--- config.mk ---
export PLATFORM = sky130hd
export DESIGN_NAME = mem_wb_stage
export DESIGN_NICKNAME = d
export VERILOG_FILES = /design/src/rtl/pipe_pkg.sv /design/src/rtl/wb_data_mux.sv /design/src/rtl/mem_wb_stage.sv
export SDC_FILE = /design/constraint.sdc
export NUM_CORES = 1
export LEC_CHECK = 0
export ABC_AREA = 1
export CORE_ASPECT_RATIO = 1.25
export CORE_UTILIZATION = 37
export CTS_CLUSTER_SIZE = 14
export DETAILED_ROUTE_END_ITERATION = 10
export PLACE_DENSITY_LB_ADDON = 0.08
export SLEW_MARGIN = 30
export SYNTH_ARGS = -nofsm -noshare
export SYNTH_HDL_FRONTEND = slang
export SYNTH_SLANG_ARGS = --single-unit
--- constraint.sdc ---
create_clock -name clk -period 2.35 [get_ports clk]
set_input_delay 0.5875 -clock clk [delete_from_list [all_inputs] [get_ports clk]]
set_output_delay 0.5875 -clock clk [all_outputs]
set_load 0.02 [all_outputs]
--- src/rtl/pipe_pkg.sv ---
// Shared pipeline types and widths for the 5-stage MIPS core.
// The write-back control bundle is also produced by the write-back control decode.
package pipe_pkg;

  localparam int unsigned DATA_W = 32;
  localparam int unsigned REG_AW = 5;

  typedef enum logic [0:0] {
    RUN      = 1'b0,
    WAIT_MEM = 1'b1
  } wb_state_t;

  typedef struct packed {
    logic reg_write;
    logic mem_to_reg;
  } wb_ctrl_t;

  // Register-file write enable with $zero protection.
  function automatic logic wb_write_ok(input logic reg_write, input logic [REG_AW-1:0] rd);
    return reg_write & (rd != '0);
  endfunction

endpackage

--- src/rtl/wb_data_mux.sv ---
// Write-back data select (load data vs ALU result) with $zero write suppression.
// Shared with the forwarding unit.
module wb_data_mux
  import pipe_pkg::*;
(
  input  wb_ctrl_t          ctrl,
  input  logic [DATA_W-1:0] alu_result,
  input  logic [DATA_W-1:0] load_data,
  input  logic [REG_AW-1:0] rd,
  output logic [DATA_W-1:0] wdata_c,
  output logic              we_c
);

  assign wdata_c = ctrl.mem_to_reg ? load_data : alu_result;
  assign we_c    = wb_write_ok(ctrl.reg_write, rd);

endmodule

--- src/rtl/mem_wb_stage.sv ---
// MEM/WB pipeline stage: registered write-back port, forwarding tap, and
// load-response stall with timeout for variable-latency data memory.
module mem_wb_stage
  import pipe_pkg::*;
#(
  parameter int unsigned TIMEOUT_CYCLES = 16
) (
  input  logic              clk,
  input  logic              rst,
  input  logic              in_valid,
  input  logic              in_reg_write,
  input  logic              in_mem_to_reg,
  input  logic [DATA_W-1:0] in_alu_result,
  input  logic [REG_AW-1:0] in_rd,
  input  logic [DATA_W-1:0] mem_rdata,
  input  logic              mem_rvalid,
  input  logic              err_clr,
  output logic              stall_out,
  output logic              wb_we,
  output logic [REG_AW-1:0] wb_waddr,
  output logic [DATA_W-1:0] wb_wdata,
  output logic              fwd_valid,
  output logic [REG_AW-1:0] fwd_rd,
  output logic [DATA_W-1:0] fwd_data,
  output logic              mem_err
);

  localparam int unsigned      CNT_W    = $clog2(TIMEOUT_CYCLES + 1);
  localparam logic [CNT_W-1:0] CNT_ONE  = CNT_W'(1);
  localparam logic [CNT_W-1:0] CNT_LAST = CNT_W'(TIMEOUT_CYCLES - 1);
  localparam logic [CNT_W-1:0] CNT_MAX  = CNT_W'(TIMEOUT_CYCLES);

  wb_state_t         state;
  logic [CNT_W-1:0]  cnt;
  logic [REG_AW-1:0] pend_rd;
  logic              pend_reg_write;
  logic [DATA_W-1:0] pend_alu;

  logic              is_load_c;
  logic              timeout_c;
  logic              capture_c;
  wb_ctrl_t          mux_ctrl;
  logic [DATA_W-1:0] mux_alu;
  logic [REG_AW-1:0] mux_rd;
  logic [DATA_W-1:0] mux_wdata_c;
  logic              mux_we_c;

  assign is_load_c = in_valid & in_mem_to_reg;

  // The cycle in which the wait counter would reach TIMEOUT_CYCLES gives up on the load.
  assign timeout_c = (state == WAIT_MEM) & ~mem_rvalid & (cnt >= CNT_LAST);

  always_comb begin
    capture_c = 1'b0;
    stall_out = 1'b0;
    case (state)
      RUN: begin
        capture_c = in_valid & (~in_mem_to_reg | mem_rvalid);
        stall_out = is_load_c & ~mem_rvalid;
      end
      WAIT_MEM: begin
        capture_c = mem_rvalid;
        stall_out = ~mem_rvalid & ~timeout_c;
      end
      default: begin
        capture_c = 1'b0;
        stall_out = 1'b0;
      end
    endcase
    // Keep upstream moving while reset is held; the pending load is discarded.
    if (rst) stall_out = 1'b0;
  end

  // In WAIT_MEM the in_* bus is ignored; the latched load drives the write-back.
  always_comb begin
    mux_ctrl = '{reg_write: in_reg_write, mem_to_reg: in_mem_to_reg};
    mux_alu  = in_alu_result;
    mux_rd   = in_rd;
    if (state == WAIT_MEM) begin
      mux_ctrl = '{reg_write: pend_reg_write, mem_to_reg: 1'b1};
      mux_alu  = pend_alu;
      mux_rd   = pend_rd;
    end
  end

  wb_data_mux u_mux (
    .ctrl       (mux_ctrl),
    .alu_result (mux_alu),
    .load_data  (mem_rdata),
    .rd         (mux_rd),
    .wdata_c    (mux_wdata_c),
    .we_c       (mux_we_c)
  );

  always_ff @(posedge clk or posedge rst) begin
    if (rst) begin
      state          <= RUN;
      cnt            <= '0;
      pend_rd        <= '0;
      pend_reg_write <= 1'b0;
      pend_alu       <= '0;
      wb_we          <= 1'b0;
      wb_waddr       <= '0;
      wb_wdata       <= '0;
      mem_err        <= 1'b0;
    end else begin
      wb_we    <= 1'b0;
      wb_waddr <= '0;
      wb_wdata <= '0;
      if (capture_c) begin
        wb_we    <= mux_we_c;
        wb_waddr <= mux_rd;
        wb_wdata <= mux_wdata_c;
      end

      if (timeout_c)    mem_err <= 1'b1;
      else if (err_clr) mem_err <= 1'b0;

      case (state)
        RUN: begin
          if (is_load_c && !mem_rvalid) begin
            state          <= WAIT_MEM;
            cnt            <= CNT_ONE;
            pend_rd        <= in_rd;
            pend_reg_write <= in_reg_write;
            pend_alu       <= in_alu_result;
          end
        end
        WAIT_MEM: begin
          if (mem_rvalid || timeout_c) begin
            state <= RUN;
            cnt   <= '0;
          end else if (cnt != CNT_MAX) begin
            cnt <= cnt + CNT_ONE;
          end
        end
        default: begin
          state <= RUN;
          cnt   <= '0;
        end
      endcase
    end
  end

  assign fwd_valid = wb_we;
  assign fwd_rd    = wb_waddr;
  assign fwd_data  = wb_wdata;

endmodule

==> results of run 1 <==
[flip-flops by register name, indices dropped and copies added (netlist names)]
register / cells
fwd_valid: 1
mem_err: 1
cnt: 5
fwd_data: 32
state: 1
fwd_rd: 5
pend_rd: 5
pend_reg_write: 1
[final timing paths]
path / start / endpoint / slack, ps
max: mem_rvalid / stall_out / 80
min in group asynchronous: rst / state / 810
min reg2reg: pend_rd[3] / pend_rd[3] / 490
min: pend_rd[3] / pend_rd[3] / 490
max in group asynchronous: rst / fwd_data[5] / 1310
max reg2reg: state / fwd_data[1] / 810
[layer usage]
layer	share of wire, %	GRT usage, %
met5	0	0
met2	53	35.4
met1	41	23.9
met4	1.2	6.25
met3	4.3	4.15
[repair_timing]
item	4_1_cts	5_1_grt
pin swaps	2	5
setup buffers	0	1
hold endpoints to repair	0	0
endpoints found under the setup margin	1	1
gates resized for setup	5	7
[worst min-delay path: stages, from the launching register on]
cell and delay (ps):
dfrtp_1 350, nand2_1 50, o21ai_1 60
[final cells by class]
class	count	share of cell area [%]
Inverter	22	2.03
Clock inverter	1	0.123
Sequential cell	51	31.4
Tap cell	87	2.68
Clock buffer	6	2.03
Multi-Input combinational cell	172	20.7
Timing Repair Buffer	167	41.1
[power groups by stage]
stage / sequential (mW) / clock [mW] / combinational (mW)
2_1_floorplan: 1.11 / 0 / 0.366
3_3_place_gp: 1.03 / 0 / 0.800
3_5_place_dp: 1.03 / 0 / 0.808
4_1_cts: 1.02 / 0.536 / 0.809
5_1_grt: 1.03 / 0.568 / 0.872
6_report: 1.02 / 0.519 / 0.806
[cell families after synthesis]
| group | count (synthesis) | synth area share, % |
|---|---|---|
| and+or+nand+nor | 89 | 14.6 |
| DFF | 51 | 50.0 |
| buffers and inverters | 76 | 18.0 |
| AOI/OAI and AO/OA | 80 | 16.0 |
| adders and majority gates | 3 | 1.47 |
[cells in the mapped netlist]
cell type  instances
nand4_1            2
dfrtp_1           51
nand2_2            1
nor2_4             1
nand3_1            4
inv_2              2
o21ai_1            6
inv_1             20
nor2_1            14
a21oi_2            2
a21oi_1           32
ha_1               3
buf_6              1
buf_2              4
clkbuf_1           6
nand2_1           64
o21ai_0           40
nand2_4            2
or2_2              1
buf_4             43
[metrics by stage]
| stage | cell area, um^2 | hold slack, ps | std cells | setup slack [ps] |
|---|---|---|---|---|
| 3_5_place_dp | 3950 | 473 | 498 | -349 |
| 2_1_floorplan | 2550 | 454 | 299 | 310 |
| 3_3_place_gp | 3950 | 467 | 498 | -337 |
| 6_report | 4070 | 494 | 506 | 76.1 |
| 5_1_grt | 4070 | 526 | 506 | -28.4 |
| 4_1_cts | 4040 | 496 | 505 | 3.88 |
==> impl_metrics.toml, run 1 <==
[global_routing]
grtUsageTotal_pct = 19.8
grt_pass1_wl_mm = 11.1
gr-total-overflow = 0
antenna_found_initial = 0
grt_max_degree = 52
grt_pass1_vias = 2224

[critical_path]
worstSetupPathDepth = 5
startpoint_type = "primary input"
cp_num_buf_inv = 2
path_max_fanout = 3
cp-end-kind = "output pin"
cp.required_ps = 1760
cp_slowest_cell = "clkdlybuf4s50_1"
r2r_cells = 6
crit_chain = "clkdlybuf4s50_1 > nor2_1 > nand3_2 > a21oi_2 > buf_4"
path_delay_family = "buffers and inverters"
slowest_delay_ps = 490
cp.arrival_ps = 1690
path_class = "in -> out"

[route]
vias = 2329
detail_route.iter0.violations = 115
wl_per_cell_um = 13.6
vias_per_cell = 4.60
drc = 0
wl_mm = 6.90
dr.pass1.iters = 4
detail-route-antenna-nets = 0

[timing]
relSlewSlack_pct = 73.4
clock_skew_ps = 4.36
setup_viol = 0
min_period_ps = 2270
worst_slew_pin_slew_ps = 399
period_share_pct = 96.8
grt_setup_unrepaired = "true"
finalMaxSlewViolations = 0
max_freq_mhz = 440
fin_setup_tns_ps = 0
hold_violations = 0

[clocking]
clock_latency_ps = 300
hold_buffers = 0
cts-root-buf = "clkbuf_8"
htreeDepth = 2
tritoncts = "yes"
numCtsBuffers = 5
cts_sinks = 51
cts.clk_slew.worst_paths_ps = 90
cts_buffer_depth = 2

[synthesis]
netlist_instances = 299
synth_largest_area_cell = "dfrtp_1"
syn_area_um2 = 2550
synth.top_cell.area_share_pct = 50.0
ys_ff_latch = 51
mappedNetlistNets = 378
synth_cell_types = 20
synth-seq-area-share_pct = 50.0
syn_area_per_cell_um2 = 8.54
yosys_warnings = 0
synth_area_leaders = "dfrtp_1, buf_4, nand2_1"

[power]
p_leak_nw = 1.77
p_int_mw = 1.61
p_sw_uw = 729
p_per_area_nw_per_um2 = 575
vdd_drop_max_mv = 0.277
p_seq_share_pct = 43.4
p_sw_share_pct = 31.1
power_frac_comb_pct = 34.5
power_mw = 2.34
power_frac_clock_pct = 22.2

[floorplanning]
rows = 33
die_area_um2 = 7240
die_w_um = 76.3
coreArea_um2 = 6610
ios = 154
fp.dieH_um = 94.9
initial_core_util_pct = 38.6

[worst_hold_path]
holdPathStages = 2
hold_path.class = "reg -> reg"

[placement]
hpwl_mm = 4.89
gp_congestion = 0.798
io_buffer_count = 153

[finish]
drive_gt1_share_pct = 9.31
diodes = 0
layout.nets = 498
post-route-util_pct = 61.6
final_common_cell = "clkdlybuf4s50_1"
final-seq-area_um2 = 1280
area_delta_synth_final_pct = 59.4
fillCellCount = 591
final_cell_mix = "clkdlybuf4s50_1, nand2_1, dfrtp_1, o21ai_0, a21oi_1"
multi_input_area_um2 = 842

[job]
drv_cap = 0

[status]
status = "finished clean"
Power figures use the tool's default switching activity.
==> inputs of run 2 (changes only) <==
- GPL_TIMING_DRIVEN: not set -> 0
==> impl_metrics.toml, run 2 (synthesis results as in run 1) <==
[status]
status = "finished clean"

[route]
detail_route.iter0.violations = 109
detail-route-antenna-nets = 0
drc = 0
wl_per_cell_um = 13.6
vias = 2572
wl_mm = 7.62
vias_per_cell = 4.58
dr.pass1.iters = 5

[floorplanning]
rows = 33
initial_core_util_pct = 38.6
die_area_um2 = 7240
ios = 154
coreArea_um2 = 6610
fp.dieH_um = 94.9
die_w_um = 76.3

[worst_hold_path]
holdPathStages = 2
holdPathEnd = "pend_rd[3]"
hold_path.class = "reg -> reg"
hp-start = "pend_rd[3]"

[clocking]
clock_latency_ps = 310
cts_buffer_depth = 2
htreeDepth = 2
tritoncts = "yes"
cts.clk_slew.worst_paths_ps = 100
numCtsBuffers = 5
cts_sinks = 51
hold_buffers = 0
cts-root-buf = "clkbuf_8"

[critical_path]
r2r-start = "cnt[1]"
r2r_slack_ps = 70
startpoint_type = "flop"
path_class = "reg -> out"
crit_chain = "ha_4 > nand2_2 > nor2_1 > ha_2 > nor2_4 > nand3_2 > a21oi_2 > buf_4"
cp-end-kind = "output pin"
cp.arrival_ps = 1720
reg2reg_to = "cnt[4]"
cp_slowest_cell = "dfrtp_2"
cp.required_ps = 1760
path_max_fanout = 4
r2r_cells = 14
slowest_delay_ps = 460

[timing]
setup_viol = 0
relSlewSlack_pct = 72.1
finalMaxSlewViolations = 0
worst_slew_pin_slew_ps = 419
hold_violations = 0
clock_skew_ps = 13.6
max_freq_mhz = 433
min_period_ps = 2310
grt_setup_unrepaired = "true"
fin_setup_tns_ps = 0
period_share_pct = 98.2

[finish]
area_delta_synth_final_pct = 74.4
final_common_cell = "clkdlybuf4s50_1"
fillCellCount = 550
largest_reg_flops = 32
drive_gt1_share_pct = 18.5
final_cell_mix = "clkdlybuf4s50_1, nand2_1, buf_4, dfrtp_1, o21ai_0"
fin_area_um2 = 4450
layout.nets = 553
diodes = 0

[placement]
io_buffer_count = 153
gp_congestion = 0.783
hpwl_mm = 5.60
placed_area_um2 = 4220

[power]
vdd_drop_max_mv = 0.393
power_frac_clock_pct = 20.6
p_int_mw = 1.66
p_leak_nw = 2.02
p_per_area_nw_per_um2 = 543
p_sw_uw = 760
p_seq_share_pct = 42.6
p_sw_share_pct = 31.5
power_frac_comb_pct = 36.7
power_mw = 2.42

[global_routing]
grtUsageTotal_pct = 21.4
gr-total-overflow = 0
antenna_found_initial = 0
grt_pass1_wl_mm = 12.0
grt_max_degree = 45
grt_pass1_vias = 2382

[job]
drv_cap = 0
[run 2: cell types whose count changed in the layout (fill, tap and decap cells not counted), sizes merged]
cell           previous run  this run
clkinvlp                  0         1
clkdlybuf4s15             0         1
buf                      15        64
dlymetal6s2s              0         1
clkbuf                    6        12
clkdlybuf4s50           152       149
dlygate4sd2               0         1
[run 2: timing repair]
action | CTS | global route
buffers inserted | 12 | 2
resized for setup | 13 | 8
hold endpoints to repair | 0 | 0
endpoints found under the setup margin | 1 | 5
pin swaps | 6 | 1
[run 2: cell type report]
class | count | area (um^2) | area share [%]
clock inverters | 2 | 12.5 | 0.281
inverters | 22 | 85.1 | 1.91
flip-flops and latches | 51 | 1280 | 28.7
plain buffers | 54 | 377 | 8.46
repair buffers | 168 | 1660 | 37.4
multi-input cells | 172 | 855 | 19.2
clock buffers | 6 | 72.6 | 1.63
well taps | 87 | 109 | 2.45
[run 2: worst max-delay path by stage]
stage,start,endpoint,slack [ps],depth (start not counted)
2_1_floorplan,cnt[0],stall_out,310,7
3_3_place_gp,in_mem_to_reg,stall_out,-690,7
3_5_place_dp,in_mem_to_reg,stall_out,-680,7
4_1_cts,cnt[1],stall_out,0.4,8
5_1_grt,cnt[1],stall_out,-30,8
6_report,cnt[1],stall_out,40,8
[run 2: power groups by stage]
stage                     clock network, mW  registers (mW)  logic (mW)
after global routing                  0.541            1.04       0.959
final                                 0.498            1.03       0.887
after global placement                    0            1.04       0.843
after CTS                             0.518            1.03       0.877
after floorplan                           0            1.11       0.366
after detailed placement                  0            1.04       0.862
[run 2: metrics by stage]
stage               hold slack, ps  worst slack, ps  utilization, %  std cells
finish                         495             42.0            67.4        562
global route                   528            -30.5            67.4        562
CTS                            497            0.404            66.8        560
detailed placement             475             -680            63.9        540
global placement               468             -685            63.5        539
floorplan                      454              310               -        299
[run 2: worst max-delay path: cells and delay by family (launching register included)]
family                     cells  cell delay (ps)
DFF                            1              460
AOI/OAI and AO/OA              1              130
adders and majority gates      2              370
and+or+nand+nor                4              320
buffers and inverters          1              150
[run 2: metal layers]
layer / up-vias / GRT usage, % / wire [um]
met5: - / 0 / 0
met3: 15 / 3.57 / 350
li1: 1267 / - / -
met1: 1179 / 26.5 / 3100
met2: 111 / 38.1 / 4010
met4: 0 / 6.89 / 165
==> inputs of run 3 (changes only) <==
- ABC_AREA: 1 -> not set
- CORE_UTILIZATION: 37 -> 36
==> impl_metrics.toml, run 3 <==
[clocking]
cts_buffer_depth = 2
cts.clk_slew.worst_paths_ps = 80
cts_sinks = 51
hold_buffers = 0
cts-root-buf = "clkbuf_8"
clock_latency_ps = 300
htreeDepth = 2
tritoncts = "yes"
numCtsBuffers = 5

[synthesis]
ys_ff_latch = 51
synth_cell_types = 37
netlist_instances = 259
mappedNetlistNets = 338
synthArstFlopShare_pct = 100
post-synth-top-count-cell = "nand2_1"
syn_area_um2 = 2480
syn_area_per_cell_um2 = 9.59
synth_edf_count = 0
yosys_warnings = 0
yosys_most_used_dff = "dfrtp_1"
synth_largest_area_cell = "dfrtp_1"
synthTopCellsByCount = "nand2_1, dfrtp_1, buf_4"
synth-seq-area-share_pct = 51.4
synth.top_cell.area_share_pct = 51.4
synth_area_leaders = "dfrtp_1, buf_4, nand2_1"

[route]
vias = 2334
wl_per_cell_um = 13.6
vias_per_cell = 4.52
wl_mm = 7.03
detail-route-antenna-nets = 0
drc = 0
dr.pass1.iters = 6
detail_route.iter0.violations = 79

[global_routing]
grt_pass1_wl_mm = 11.1
grt_pass1_vias = 2241
antenna_found_initial = 0
gr-total-overflow = 0
grtUsageTotal_pct = 19.6
grt_max_degree = 29

[critical_path]
cp.required_ps = 1760
path_class = "reg -> out"
startpoint_type = "flop"
crit_start = "cnt[0]"
cp.arrival_ps = 2100
path_max_fanout = 3
r2r_cells = 7
r2r-start = "cnt[0]"
cp-end-kind = "output pin"

[finish]
final_common_cell = "clkdlybuf4s50_1"
final_cell_mix = "clkdlybuf4s50_1, nand2_1, dfrtp_1, buf_4, a21oi_1"
post-route-util_pct = 65.4
largest_reg_flops = 32
area_delta_synth_final_pct = 73.8
multi_input_area_um2 = 842
fillCellCount = 557
diodes = 0
drive_gt1_share_pct = 17.5
final-seq-area_um2 = 1280
layout.nets = 507
instances_no_fill = 516
fin_area_um2 = 4320

[placement]
post-place-cells = 500
hpwl_mm = 5.40
gp_congestion = 0.835
io_buffer_count = 153
placed_area_um2 = 4170

[power]
p_leak_nw = 1.92
p_sw_uw = 707
power_frac_comb_pct = 36.4
power_frac_clock_pct = 20.3
p_sw_share_pct = 29.9
p_seq_share_pct = 43.3
power_mw = 2.36
p_int_mw = 1.66
vdd_drop_max_mv = 0.352
p_per_area_nw_per_um2 = 548

[timing]
grt_setup_unrepaired = "true"
setup_viol = 1
min_period_ps = 2690
period_share_pct = 114
relSlewSlack_pct = 57.0
hold_violations = 0
finalMaxSlewViolations = 0
clock_skew_ps = 9.78
max_freq_mhz = 372
fin_ws_ps = -338
worst_slew_pin_slew_ps = 641
fin_hold_ws_ps = 491

[floorplanning]
coreArea_um2 = 6610
initial_core_util_pct = 37.6
rows = 33
die_area_um2 = 7240
die_w_um = 76.3
fp.dieH_um = 94.9
ios = 154

[worst_hold_path]
hold_path.class = "reg -> reg"
hp-start = "pend_reg_write"
holdPathStages = 1

[job]
drv_cap = 0

[status]
status = "complete, but fails checks"
violations = "negative setup slack"
-- run 3: critical path, cell delays in order (launching register included) --
cell and delay, ps:
dfrtp_1 410, ha_2 190, and3_4 190, ha_4 150, or4b_4 510, nor2_4 130, o21a_2 130, buf_6 110
-- run 3: final timing paths --
path / endpoint / slack [ps]
worst max-delay path: stall_out / -340
worst min-delay path: pend_reg_write / 490
worst max register to register: cnt[2] / 310
worst min register to register: pend_reg_write / 490
max in group asynchronous: fwd_data[9] / 1220
min in group asynchronous: mem_err / 700
-- run 3: routing by layer --
metal | vias up | global-route usage, % | share of wire [%]
met2 | 81 | 36.2 | 55
met4 | 0 | 5.77 | 1.9
li1 | 1150 | - | -
met3 | 10 | 3.48 | 3.3
met5 | - | 0 | 0
met1 | 1093 | 23.4 | 40
-- run 3: logic make-up (layout without fill, tap and decap cells) --
logic type | count (synthesis) | count (layout) | synth area share, %
AOI/OAI and AO/OA | 45 | 45 | 10.7
xor gates and xnor gates | 1 | 1 | 0.353
adders and majority gates | 3 | 3 | 1.51
buffers and inverters | 61 | 231 | 15.9
DFF | 51 | 51 | 51.4
muxes | 11 | 11 | 4.73
and+or+nand+nor | 87 | 87 | 15.5
-- run 3: power by group through the flow --
stage / registers (mW) / clock network (mW) / logic (mW)
finish: 1.03 / 0.480 / 0.860
CTS: 1.03 / 0.500 / 0.858
global placement: 1.05 / 0 / 0.820
detailed placement: 1.05 / 0 / 0.833
floorplan: 1.11 / 0 / 0.350
global route: 1.04 / 0.534 / 0.929
-- run 3: area by class of cell --
type,instances,area share (%)
clock inverters,1,0.116
clock buffers,7,1.77
inverters,8,0.782
multi-input cells,147,19.5
flip-flops and latches,51,29.6
well taps,87,2.52
repair buffers,161,37.2
repair inverters,1,0.116
plain buffers,53,8.46
-- run 3: what timing repair did --
item / in CTS / in global routing
resized for setup: 7 / 0
endpoints found under the setup margin: 1 / 1
setup buffers: 5 / 2
cloned: 0 / 1
pin swaps: 5 / 2
-- run 3: through the flow --
step / worst slack (ps) / TNS [ps]
floorplan: -28.5 / -28.5
global placement: -1320 / -1320
detailed placement: -812 / -959
CTS: -325 / -325
global route: -419 / -419
finish: -338 / -338
